$ cat src/rtl/i_decode.sv
// i_decode: ID stage with a 32 x WORD register file and an ID/EX register.
// In: clk, reset (sync, active-low), nPC, IR, Result, WriteAddress, RegWrite_in.
// Out (registered): nPCout, A, B, SE, RT, RD, ALUOp, ALUSrc, Branch, MemRead,
// MemWrite, MemtoReg, RegWrite, RegDst.
// Option: define REGFILE_BYPASS_EN for write-through of Result into A/B.
module i_decode #(
  parameter int WORD = 32
) (
  input  logic            clk,
  input  logic            reset,
  input  logic [WORD-1:0] nPC,
  input  logic [WORD-1:0] IR,
  input  logic [WORD-1:0] Result,
  input  logic [4:0]      WriteAddress,
  input  logic            RegWrite_in,
  output logic [WORD-1:0] nPCout,
  output logic [WORD-1:0] A,
  output logic [WORD-1:0] B,
  output logic [WORD-1:0] SE,
  output logic [4:0]      RT,
  output logic [4:0]      RD,
  output logic [1:0]      ALUOp,
  output logic            ALUSrc,
  output logic            Branch,
  output logic            MemRead,
  output logic            MemWrite,
  output logic            MemtoReg,
  output logic            RegWrite,
  output logic            RegDst
);

  typedef struct packed {
    logic       reg_dst;
    logic       alu_src;
    logic       mem_to_reg;
    logic       reg_write;
    logic       mem_read;
    logic       mem_write;
    logic       branch;
    logic [1:0] alu_op;
  } ctrl_t;

  logic [WORD-1:0] rf_q [32];
  logic [WORD-1:0] rf_d [32];

  logic [WORD-1:0] npc_q, npc_d;
  logic [WORD-1:0] a_q, a_d;
  logic [WORD-1:0] b_q, b_d;
  logic [WORD-1:0] se_q, se_d;
  logic [4:0]      rt_q, rt_d;
  logic [4:0]      rd_q, rd_d;
  ctrl_t           ctrl_q, ctrl_d;

  logic [5:0] op;
  logic [4:0] rs;
  logic [4:0] rt;
  logic       wr_hit;

  assign op     = IR[31:26];
  assign rs     = IR[25:21];
  assign rt     = IR[20:16];
  assign wr_hit = RegWrite_in && (WriteAddress != 5'd0);

  always_comb begin
    rf_d = rf_q;
    if (wr_hit) begin
      rf_d[WriteAddress] = Result;
    end
  end

  // Register 0 is forced to zero on read; wr_hit never targets it.
  always_comb begin
    a_d = (rs == 5'd0) ? '0 : rf_q[rs];
    b_d = (rt == 5'd0) ? '0 : rf_q[rt];
`ifdef REGFILE_BYPASS_EN
    if (wr_hit && (WriteAddress == rs)) begin
      a_d = Result;
    end
    if (wr_hit && (WriteAddress == rt)) begin
      b_d = Result;
    end
`endif
  end

  always_comb begin
    npc_d = nPC;
    se_d  = {{(WORD-16){IR[15]}}, IR[15:0]};
    rt_d  = rt;
    rd_d  = IR[15:11];
  end

  // Unknown opcodes fall to the default: an all-zero bubble.
  always_comb begin
    ctrl_d = '0;
    unique case (1'b1)
      (op == 6'h00): ctrl_d = 9'b1_0_0_1_0_0_0_10;
      (op == 6'h23): ctrl_d = 9'b0_1_1_1_1_0_0_00;
      (op == 6'h2B): ctrl_d = 9'b0_1_0_0_0_1_0_00;
      (op == 6'h04): ctrl_d = 9'b0_0_0_0_0_0_1_01;
      default:       ctrl_d = '0;
    endcase
  end

  always_ff @(posedge clk) begin
    if (!reset) begin
      for (int i = 0; i < 32; i++) begin
        rf_q[i] <= '0;
      end
      npc_q  <= '0;
      a_q    <= '0;
      b_q    <= '0;
      se_q   <= '0;
      rt_q   <= '0;
      rd_q   <= '0;
      ctrl_q <= '0;
    end else begin
      rf_q   <= rf_d;
      npc_q  <= npc_d;
      a_q    <= a_d;
      b_q    <= b_d;
      se_q   <= se_d;
      rt_q   <= rt_d;
      rd_q   <= rd_d;
      ctrl_q <= ctrl_d;
    end
  end

  assign nPCout   = npc_q;
  assign A        = a_q;
  assign B        = b_q;
  assign SE       = se_q;
  assign RT       = rt_q;
  assign RD       = rd_q;
  assign RegDst   = ctrl_q.reg_dst;
  assign ALUSrc   = ctrl_q.alu_src;
  assign MemtoReg = ctrl_q.mem_to_reg;
  assign RegWrite = ctrl_q.reg_write;
  assign MemRead  = ctrl_q.mem_read;
  assign MemWrite = ctrl_q.mem_write;
  assign Branch   = ctrl_q.branch;
  assign ALUOp    = ctrl_q.alu_op;

endmodule

$ cat config.mk
export PLATFORM = sky130hd
export DESIGN_NAME = i_decode
export DESIGN_NICKNAME = d
export VERILOG_FILES = /design/src/rtl/i_decode.sv
export SDC_FILE = /design/constraint.sdc
export NUM_CORES = 2
export LEC_CHECK = 0
export CAP_MARGIN = 20
export CORE_UTILIZATION = 56
export CTS_BUF_LIST = sky130_fd_sc_hd__clkbuf_16
export CTS_CLUSTER_SIZE = 28
export DETAILED_ROUTE_END_ITERATION = 10
export PLACE_DENSITY = 0.79
export SETUP_SLACK_MARGIN = 0.1
export SLEW_MARGIN = 15
export SYNTH_ARGS = -nofsm -noshare
export SYNTH_HDL_FRONTEND = slang
export SYNTH_SLANG_ARGS = --single-unit
$ cat constraint.sdc
create_clock -name clk -period 4 [get_ports clk]
set_input_delay 0.4 -clock clk [delete_from_list [all_inputs] [get_ports clk]]
set_output_delay 0.4 -clock clk [all_outputs]
set_load 0.005 [all_outputs]
==> metrics <==
CP required ~4600 ps; Avg Synthesized Cell Area about 8.8 um2; Area Overhead vs Synth 12.8%; row count roughly 120; placed insts roughly 7.8k; gr ovfl total 0; Final nets about 6.6k; Hold Path Depth 3; register bit total from synthesis about 1.1k; synth warn 0; simple-gate portion of the synthesized area 0.177; drt total wl ~210 mm; Post-CTS Resized 0; Post-synth ARST share 0; Synth top area share 0.398; total track usage 0.400; Reg-to-Reg Start rf_q[904]; EDFF count, synth 0; Tcrit/Tclk final 0.704; Remaining DRCs 0; Slew Viols, Final 0; XOR/XNOR Fraction of Synth Area 0; end of the worst register-to-register path A[8]; worst r2r path cells 3; Setup WS pre-CTS around 600 ps; list of most frequent post-synthesis cells 2122 x nand2_1, 1147 x dfxtp_1, 701 x a21boi_0, 533 x mux2i_1, 354 x clkbuf_1; Reg2Reg Setup Slack around 2000 ps; CTS HTree Levels 3; DR vias/cell 6.64; largest buffer count on any clock path 3; die span in x 323 um; vias in the first global route roughly 50k; layout filler cell count slightly above 8k; outcome finished, final reports clean; setup violators final 0; P_leak about 23 nW; cell with the most instances after synthesis nand2_1; max cap viols 0; Power Total roughly 0.025 W; DRT iter0 DRCs between 8k and 9k; Max Freq 355 MHz; RSZ-0062 raised after global routing false; Worst-Margin Slew between 1000 and 1500 ps; largest cells by area after synthesis dfxtp_1 40%, nand2_1 14%, mux2i_1 9.2%; Routed Antenna Nets 0; Port Buffers 250; CTS buffer count 120; IO Pins roughly 250; vias around 53k; P per Cell Area between 300 and 400 nW/um2; 1st-pass router iterations 7; Die ar. ~100000 um2; clk_lat worst skew ~740 ps; per-cell routed wire length between 20 and 30 um; Post-CTS Setup Repair Bufs 0; crit end category flop; Synth Area in Compound Gates 0.187; Initial Util 0.566; clock tree root buffer cell clkbuf_16; Final min period around 2800 ps; top_reg_cell synth dfxtp_1; post-synthesis mux area share 0.182; total negative slack 0 ps; Cell variety after synth 55; post-DP HPWL approximately 130 mm; CP Max Fanout 24; Slew HR 0.184; worst setup path start WriteAddress[2]; layout cell share with drive strength beyond 1 0.111; Worst setup endpoint rf_q[702]; Final Wtd Congestion 0.943; CTS tree yes; first-pass GRT wire length about 310 mm; area leader, netlist dfxtp_1; Worst Slack Setup Final roughly 1200 ps; largest net degree at the start of global routing ~300; peak supply drop around 0.43 mV; hold-fix buffers at CTS 0; crit path DAT approximately 3400 ps; core footprint approximately 100000 um2; clk sinks around 1.1k; die height ~320 um; Final Non-Filler Cells roughly 8k; CTS clk-pin slew, worst paths 60 ps; worst hold-check path type in2reg; antenna violations before repair 18; Final Skew 32.1 ps; sequential share of the synthesized area 0.398; Setup crit start kind input pin; main combinational cell family by area after synthesis compound AO/OA/AOI/OAI gates; endpoints failing hold 0; Synth Instances roughly 6.6k; Post-Synth Adder-Cell Area 0; mapped cell area a little under 60000 um2; Syn Nets roughly 6.7k; crit path kind in2reg
[power breakdown]
part           leakage [nW]  switching (W)  internal [W]
clock                  1.99        0.00489       0.00634
sequential             9.27      0.0000895        0.0116
combinational          11.4        0.00144      0.000891
[worst max-delay path, stage by stage]
cell	delay, ps
clkdlybuf4s50_1	700
nor2b_1	830
nand2_2	800
buf_4	460
nand2_1	90
a21boi_0	110
[through the flow]
| step | hold slack, ps | utilization | instance area (um2) |
|---|---|---|---|
| floorplan | 440 | - | 57700 |
| global placement | 448 | 0.599 | 61100 |
| detailed placement | 453 | 0.600 | 61200 |
| CTS | 13.4 | 0.638 | 65100 |
| global route | 40.3 | 0.638 | 65100 |
| finish | 22.2 | 0.638 | 65100 |
[state kept, by name, indices dropped and copies added (netlist names)]
register and cells:
RT 5, rf_q 1024, nPCout 32, RegWrite 1
B 32, MemWrite 1, ALUSrc 1, ALUOp 1
MemtoReg 1, A 32, SE 16, RegDst 1
[cell usage in the layout (no fill, tap or decap), drive strengths merged, types with 4 or more instances in the layout]
master / instances
clkbuf: 122
nor3: 15
inv: 72
nand4: 21
a22oi: 215
mux4: 204
a211oi: 32
clkdlybuf4s50: 237
a21oi: 97
a31oi: 25
o21ai: 11
buf: 212
diode: 6
a2111oi: 20
o311ai: 11
or2: 4
mux2i: 533
and2: 94
nor2b: 39
a21boi: 992
nor4: 8
nor2: 31
nand3: 131
o22ai: 44
a221oi: 22
mux2: 51
clkinv: 65
nand2b: 8
bufinv: 13
nand2: 2124
dfxtp: 1147
[how the worst min path moves through the flow]
stage | from | to | slack (ps)
floorplan | rf_q[1001] | rf_q[1001] | 440
global placement | rf_q[720] | rf_q[720] | 450
detailed placement | rf_q[473] | rf_q[473] | 450
CTS | reset | ALUOp[0] | 10
global route | reset | ALUOp[0] | 40
finish | reset | ALUOp[0] | 20
[cell families (layout without fill, tap and decap cells)]
family | after synthesis | after routing
other | 0 | 6
buffers and inverters | 706 | 723
DFF | 1147 | 1147
AOI/OAI and AO/OA | 1473 | 1473
and+or+nand+nor | 2482 | 2482
muxes | 788 | 788
[final cells by class]
type	instances	area [um2]	share of cell area
Clock buffer	122	3050	0.0469
Antenna cell	6	15.0	0.000231
Inverter	51	191	0.00294
Multi-Input combinational cell	4743	31800	0.489
Tap cell	1368	1710	0.0263
Timing Repair Buffer	449	4520	0.0695
Clock inverter	101	835	0.0128
Sequential cell	1147	23000	0.353
[routing by layer]
| metal | up-vias | GRT usage | wire [um] | share of wire |
|---|---|---|---|---|
| met5 | - | 0 | 166 | 0.00078 |
| met4 | 18 | 0.254 | 14900 | 0.070 |
| met3 | 1003 | 0.133 | 31800 | 0.15 |
| met2 | 4135 | 0.579 | 89100 | 0.42 |
| met1 | 25300 | 0.512 | 77800 | 0.36 |
| li1 | 22500 | - | - | - |
No activity file was read; power rests on OpenSTA's default activity.
